### src/rtl/digout_pkg.sv
// Shared types for the digital-output prog bus scheduler: prog register
// addresses, the queued command format and the strobe-sequencing states.
package digout_pkg;

  localparam logic [3:0] ADDR_TRIG_CFG   = 4'd0;
  localparam logic [3:0] ADDR_NUM_PULSES = 4'd1;
  localparam logic [3:0] ADDR_START      = 4'd4;
  localparam logic [3:0] ADDR_END        = 4'd7;
  localparam logic [3:0] ADDR_REPEAT     = 4'd8;
  localparam logic [3:0] ADDR_EVENT_END  = 4'd13;

  typedef struct packed {
    logic [4:0]  mod_id;
    logic [3:0]  channel;
    logic [3:0]  address;
    logic [31:0] word;
  } prog_cmd_t;

  typedef enum logic [1:0] {ST_IDLE, ST_SETUP, ST_PULSE, ST_GAP} prog_state_t;

  function automatic logic addr_legal(input logic [3:0] a);
    return (a == ADDR_TRIG_CFG) || (a == ADDR_NUM_PULSES) || (a == ADDR_START) ||
           (a == ADDR_END) || (a == ADDR_REPEAT) || (a == ADDR_EVENT_END);
  endfunction

endpackage

### src/rtl/digout_prog_scheduler_prog_cmd_fifo.sv
// First-word-fall-through command queue; head entry is visible on o_dout
// whenever o_empty is low. i_flush discards all entries on the next edge.
module prog_cmd_fifo
  import digout_pkg::*;
#(
  parameter int DEPTH = 16
) (
  input  logic                     dataclk,
  input  logic                     reset,
  input  logic                     i_flush,
  input  logic                     i_push,
  input  prog_cmd_t                i_din,
  input  logic                     i_pop,
  output prog_cmd_t                o_dout,
  output logic                     o_empty,
  output logic                     o_full,
  output logic [$clog2(DEPTH):0]   o_level
);
  localparam int AW = $clog2(DEPTH);
  localparam int LW = AW + 1;

  prog_cmd_t       r_mem [DEPTH];
  logic [AW-1:0]   r_wp, r_rp;
  logic [LW-1:0]   r_level;

  always_ff @(posedge dataclk) begin
    if (i_push) r_mem[r_wp] <= i_din;
  end

  always_ff @(posedge dataclk) begin
    if (reset || i_flush) begin
      r_wp    <= '0;
      r_rp    <= '0;
      r_level <= '0;
    end else begin
      if (i_push) r_wp <= r_wp + 1'b1;
      if (i_pop)  r_rp <= r_rp + 1'b1;
      r_level <= r_level + LW'(i_push) - LW'(i_pop);
    end
  end

  assign o_dout  = r_mem[r_rp];
  assign o_empty = (r_level == '0);
  assign o_full  = (r_level == LW'(DEPTH));
  assign o_level = r_level;

endmodule

### src/rtl/digout_prog_scheduler.sv
// Replays queued host writes onto the shared prog bus with setup/pulse/gap timing.
// Define DIGOUT_PROG_ALIGN_EN to launch only when main_state == ALIGN_STATE.
module digout_prog_scheduler
  import digout_pkg::*;
#(
  parameter int FIFO_DEPTH   = 16,
  parameter int SETUP_CYCLES = 2,
  parameter int PULSE_CYCLES = 2,
  parameter int GAP_CYCLES   = 2,
  parameter int ALIGN_STATE  = 99
) (
  input  logic                         dataclk,
  input  logic                         reset,
  input  logic                         cmd_valid,
  output logic                         cmd_ready,
  input  logic [4:0]                   cmd_module,
  input  logic [3:0]                   cmd_channel,
  input  logic [3:0]                   cmd_address,
  input  logic [31:0]                  cmd_word,
  input  logic                         flush,
  input  logic                         hold,
  input  logic [31:0]                  main_state,
  output logic [4:0]                   prog_module,
  output logic [3:0]                   prog_channel,
  output logic [3:0]                   prog_address,
  output logic [31:0]                  prog_word,
  output logic                         prog_trig,
  output logic                         busy,
  output logic [$clog2(FIFO_DEPTH):0]  fifo_level,
  output logic                         bad_addr,
  output logic [15:0]                  issued_count
);
  prog_cmd_t   w_head;
  logic        w_empty, w_full, w_push, w_pop, w_window;
  prog_state_t r_state;
  logic [15:0] r_cnt;
  prog_cmd_t   r_cmd;
  logic        r_trig, r_bad;
  logic [15:0] r_issued;

  assign cmd_ready = !w_full && !flush;
  assign w_push    = cmd_valid && cmd_ready;

`ifdef DIGOUT_PROG_ALIGN_EN
  assign w_window = (main_state == 32'(ALIGN_STATE));
`else
  logic w_unused;
  assign w_unused = ^main_state;
  assign w_window = 1'b1;
`endif

  // Head is consumed in IDLE whether legal (launched) or not (dropped).
  assign w_pop = (r_state == ST_IDLE) && !w_empty && !hold && !flush && w_window;

  prog_cmd_fifo #(.DEPTH(FIFO_DEPTH)) u_fifo (
    .dataclk (dataclk),
    .reset   (reset),
    .i_flush (flush),
    .i_push  (w_push),
    .i_din   ({cmd_module, cmd_channel, cmd_address, cmd_word}),
    .i_pop   (w_pop),
    .o_dout  (w_head),
    .o_empty (w_empty),
    .o_full  (w_full),
    .o_level (fifo_level)
  );

  always_ff @(posedge dataclk) begin
    if (reset) begin
      r_state  <= ST_IDLE;
      r_cnt    <= '0;
      r_cmd    <= '0;
      r_trig   <= 1'b0;
      r_bad    <= 1'b0;
      r_issued <= '0;
    end else begin
      case (r_state)
        ST_IDLE: if (w_pop) begin
          if (addr_legal(w_head.address)) begin
            r_cmd   <= w_head;
            r_state <= ST_SETUP;
            r_cnt   <= 16'(SETUP_CYCLES - 1);
          end else begin
            r_bad <= 1'b1;
          end
        end
        ST_SETUP: if (r_cnt == '0) begin
          r_state  <= ST_PULSE;
          r_trig   <= 1'b1;
          r_cnt    <= 16'(PULSE_CYCLES - 1);
          r_issued <= r_issued + 16'd1;
        end else r_cnt <= r_cnt - 16'd1;
        ST_PULSE: if (r_cnt == '0) begin
          r_state <= ST_GAP;
          r_trig  <= 1'b0;
          r_cnt   <= 16'(GAP_CYCLES - 1);
        end else r_cnt <= r_cnt - 16'd1;
        ST_GAP: if (r_cnt == '0) r_state <= ST_IDLE;
                else r_cnt <= r_cnt - 16'd1;
        default: r_state <= ST_IDLE;
      endcase
      // Flush clears the sticky flags even if a strobe is being counted this edge.
      if (flush) begin
        r_bad    <= 1'b0;
        r_issued <= '0;
      end
    end
  end

  assign prog_module  = r_cmd.mod_id;
  assign prog_channel = r_cmd.channel;
  assign prog_address = r_cmd.address;
  assign prog_word    = r_cmd.word;
  assign prog_trig    = r_trig;
  assign bad_addr     = r_bad;
  assign issued_count = r_issued;
  assign busy         = (r_state != ST_IDLE) || !w_empty;

endmodule

### config.mk
export PLATFORM = sky130hd
export DESIGN_NAME = digout_prog_scheduler
export DESIGN_NICKNAME = d
export VERILOG_FILES = /design/src/rtl/digout_pkg.sv /design/src/rtl/digout_prog_scheduler_prog_cmd_fifo.sv /design/src/rtl/digout_prog_scheduler.sv
export SDC_FILE = /design/constraint.sdc
export NUM_CORES = 1
export LEC_CHECK = 0
export CORE_ASPECT_RATIO = 0.75
export CORE_MARGIN = 2
export CORE_UTILIZATION = 48
export DETAILED_ROUTE_END_ITERATION = 16
export GPL_TIMING_DRIVEN = 0
export HOLD_SLACK_MARGIN = 0.02
export PLACE_DENSITY = 0.66
export SKIP_CTS_REPAIR_TIMING = 1
export SLEW_MARGIN = 20
export SYNTH_ARGS = -nofsm -noshare
export SYNTH_HDL_FRONTEND = slang
export SYNTH_SLANG_ARGS = --single-unit
### constraint.sdc
create_clock -name dataclk -period 8.7 [get_ports dataclk]
set_input_delay 2.61 -clock dataclk [delete_from_list [all_inputs] [get_ports dataclk]]
set_output_delay 2.61 -clock dataclk [all_outputs]
set_load 0.05 [all_outputs]
==> out/summary.md <==
* 8010 uW — Total Power Consumption
* 5 — DR pass1 iterations
* 20 — largest net degree at the start of global routing
* 20.7 um^2 — mean instance size in the synthesized netlist
* input port to output pin — critical path start-end classification
* 57.4% — final core utilization
* 1680 uW — Net Switching
* 0.64 ns — latest clock arrival within the worst-skew pair
* sky130_fd_sc_hd__clkbuf_16 — root buffer selected by CTS
* 6.69 ns — final period demand of the worst path
* 11 — number of cells on the worst reg-to-reg path
* 0% — ys async rst share
* built — TritonCTS clock tree
* 79 — total CTS buffers
* 0 — Syn. warnings
* 25.0% — fraction of final layout cells sized beyond drive strength 1
* 0.83 ns — biggest cell delay along the critical path
* 18.7% — area added between synthesis and finish
* 21.0% — sw frac
* 47300 um — dpl hpwl
* 0.0119 uW — leakage dissipation
* 1.05 ns — actual slew at the worst max-slew pin
* prog_word[28] — Worst R2R End
* 21.7% — combined global-route utilization of all metal layers
* 105000 um — first-pass GRT wire length
* sky130_fd_sc_hd__edfxtp_1 — Primary FF master, synth
* 15800 — number of vias after detailed routing
* 26.4 um — post-DR wirelength/cell
* output pin — Worst Setup End Kind
* 1852 — drt initial violations
* clkdlybuf4s50_1 > a31oi_1 > clkdlybuf4s50_1 — crit-path cells
* sky130_fd_sc_hd__edfxtp_1, sky130_fd_sc_hd__mux4_2, sky130_fd_sc_hd__dfxtp_1, sky130_fd_sc_hd__mux2i_1, sky130_fd_sc_hd__nor2_1 — top cells by area, synth
* sky130_fd_sc_hd__clkdlybuf4s50_1 — cell with the largest stage delay on the worst path
* 5.83 — detailed-route vias per instance
* 81 — num rows
* 3 — largest fanout on the critical path
* register to register — kind of path behind the tightest hold check
* cmd_ready — capture point of the worst path
* sky130_fd_sc_hd__clkdlybuf4s50_1 — Crit path top cell by count
* 15900 — via count of the first global-routing pass
* 720 — number of synthesized flops with an enable pin
* 1519 — Mapped Cells
* 48.4% — starting utilization of the core area
* 118 — Port Buffers
* 299 um — die outline width
* 71700 um — total detailed-routing wirelength
* 6.09 ns — data required time of the worst path
* 226 um — height of the chip
* 0.0650 mm^2 — area of the core region
* 3 — H-tree levels
* 5 — antenna violations before repair
* 68.8% — Synth top area share
* 0 — Max Cap Violations
* sky130_fd_sc_hd__edfxtp_1, sky130_fd_sc_hd__mux4_2, sky130_fd_sc_hd__clkdlybuf4s50_1, sky130_fd_sc_hd__dfxtp_1, sky130_fd_sc_hd__nor2_1 — most used cells in the layout excluding fill and tap cells
* 75.1% — Seq/Total Area, Yosys
* 1879 — net count reported at finish
* 6320 uW — total internal power
* 4.90 ns — R2R Setup Slk
* flush — launch point of the critical path
* no — RSZ-0062 raised after global routing
* 58 — unique cell type count in the Yosys netlist
* 30.2% — max-slew headroom at the worst pin
* 0 — # setup viols final
* sky130_fd_sc_hd__edfxtp_1 — most common library cell in the layout ignoring fill and taps
* input port — startpoint type of the worst setup path
* 0.149 GHz — Max Clk Rate
* 3 — Clock Path Buffers
* 4.3% — Comb pwr share
* 0.0314 mm^2 — netlist area before placement
* 53.7% — register share of total power
* 0 — Final Max Tran Viols
* 4.08 ns — Worst Path Arrival
* 0.843 — Final GP Congestion
* 818 — post-synthesis register bit count
* 0.0312 ns — Setup Skew
* 0.000141 V — maximum resistive drop on vdd
* 215 mW/mm^2 — power density over the cells
* 818 — number of sinks driven by the clock tree
* 0 — remaining global-route overflow
* 76.9% — Period Utilization, post-route
* 41.9% — Clock power frac
* finished clean — status
* 0 — count of unresolved DRC violations after routing
* sky130_fd_sc_hd__edfxtp_1 — dominant cell type by area after synthesis
* 1620 — net count after synthesis
* 0.06 ns — CTS clk-pin slew, worst paths
* 152 — number of I/O pins
* 0 — Final Hold Violating Endpoints
* 0.0675 mm^2 — DIE AREA
* 0 — Final ANT Viol Nets
==> layout make-up <==
class / instances / area, um^2
Sequential cell: 818 / 23600
Inverter: 18 / 67.6
Buffer: 76 / 340
Multi-Input combinational cell: 607 / 7550
Timing Repair Buffer: 178 / 2090
Clock inverter: 35 / 335
Fill cell: 4722 / 27700
Antenna cell: 2 / 5.00
Clock buffer: 112 / 2220
Tap cell: 871 / 1090
==> per-stage QoR <==
step	setup slack (ns)	cell area, um^2	cells	hold WS, ns	TNS [ns]
floorplan	0.990	31400	1519	0.468	0
global placement	-3.37	33700	2508	0.457	-695.43
detailed placement	2.01	34700	2567	0.465	0
CTS	2.00	37300	2714	0.479	0
global route	1.94	37300	2716	0.523	0
finish	2.01	37300	2717	0.479	0
==> power groups by stage <==
stage          combinational, uW  sequential [uW]  clock (uW)
2_1_floorplan                174             4410           0
3_3_place_gp                 329             4390           0
3_5_place_dp                 347             4390           0
4_1_cts                      348             4300        3410
5_1_grt                      374             4300        3560
6_report                     346             4300        3360
==> critical path: cells and delay by family <==
family,cells,cell delay [ns]
AO/OA/AOI/OAI,1,0.20
buffers and inverters,2,1.27
==> sequential cells by signal (all words and copies together) (netlist names), named ones only <==
register and cells:
prog_word 32, prog_address 4, u_fifo.r_wp 4, r_cnt 16, prog_trig 1, r_state 2, u_fifo.r_mem 720, issued_count 16
u_fifo.r_rp 4, prog_channel 4, u_fifo.o_level 5, prog_module 5, bad_addr 1
==> worst min-delay path by stage <==
stage | from | endpoint | slack (ns) | depth (start not counted)
2_1_floorplan | r_state[1] | r_state[1] | 0.47 | 2
3_3_place_gp | bad_addr | bad_addr | 0.46 | 2
3_5_place_dp | bad_addr | bad_addr | 0.46 | 2
4_1_cts | bad_addr | bad_addr | 0.48 | 2
5_1_grt | issued_count[13] | issued_count[13] | 0.52 | 2
6_report | bad_addr | bad_addr | 0.48 | 2
==> Yosys cell counts, types with 3 or more instances <==
cell type and number:
sky130_fd_sc_hd__a211oi_1 5, sky130_fd_sc_hd__a21oi_1 25, sky130_fd_sc_hd__a22oi_1 4, sky130_fd_sc_hd__a32o_1 3, sky130_fd_sc_hd__and3_1 7, sky130_fd_sc_hd__buf_1 15
sky130_fd_sc_hd__buf_2 5, sky130_fd_sc_hd__buf_4 4, sky130_fd_sc_hd__clkbuf_1 50, sky130_fd_sc_hd__dfxtp_1 98, sky130_fd_sc_hd__edfxtp_1 720, sky130_fd_sc_hd__ha_1 18
sky130_fd_sc_hd__inv_1 16, sky130_fd_sc_hd__mux2i_1 46, sky130_fd_sc_hd__mux4_2 222, sky130_fd_sc_hd__nand2_1 37, sky130_fd_sc_hd__nand3_1 8, sky130_fd_sc_hd__nand4_1 8
sky130_fd_sc_hd__nor2_1 107, sky130_fd_sc_hd__nor2b_1 6, sky130_fd_sc_hd__nor3_1 13, sky130_fd_sc_hd__nor4_1 4, sky130_fd_sc_hd__o21ai_0 16, sky130_fd_sc_hd__o31ai_1 4
sky130_fd_sc_hd__o32ai_1 3, sky130_fd_sc_hd__or2_2 5, sky130_fd_sc_hd__or3_1 9, sky130_fd_sc_hd__xnor2_1 8, sky130_fd_sc_hd__xor2_1 18
==> metal layers <==
| layer | share of wire, % | global-route usage, % |
|---|---|---|
| met5 | 0.21 | 1.30 |
| met4 | 2.0 | 5.71 |
| met3 | 7.9 | 4.15 |
| met2 | 48 | 34.4 |
| met1 | 42 | 31.2 |
==> logic make-up (layout without fill, tap and decap cells) <==
logic type      after synthesis  count (layout)  synth area share, %
fa+ha+maj                    19              19                0.781
buf+inv                      94             419                 1.24
simple gates                221             221                 3.28
flops                       818             818                 75.1
compound gates               72              72                 1.49
xor+xnor                     26              26                0.725
mux                         269             269                 17.4
other cells                   0               2                    0
(Power assumes the default switching activity.)
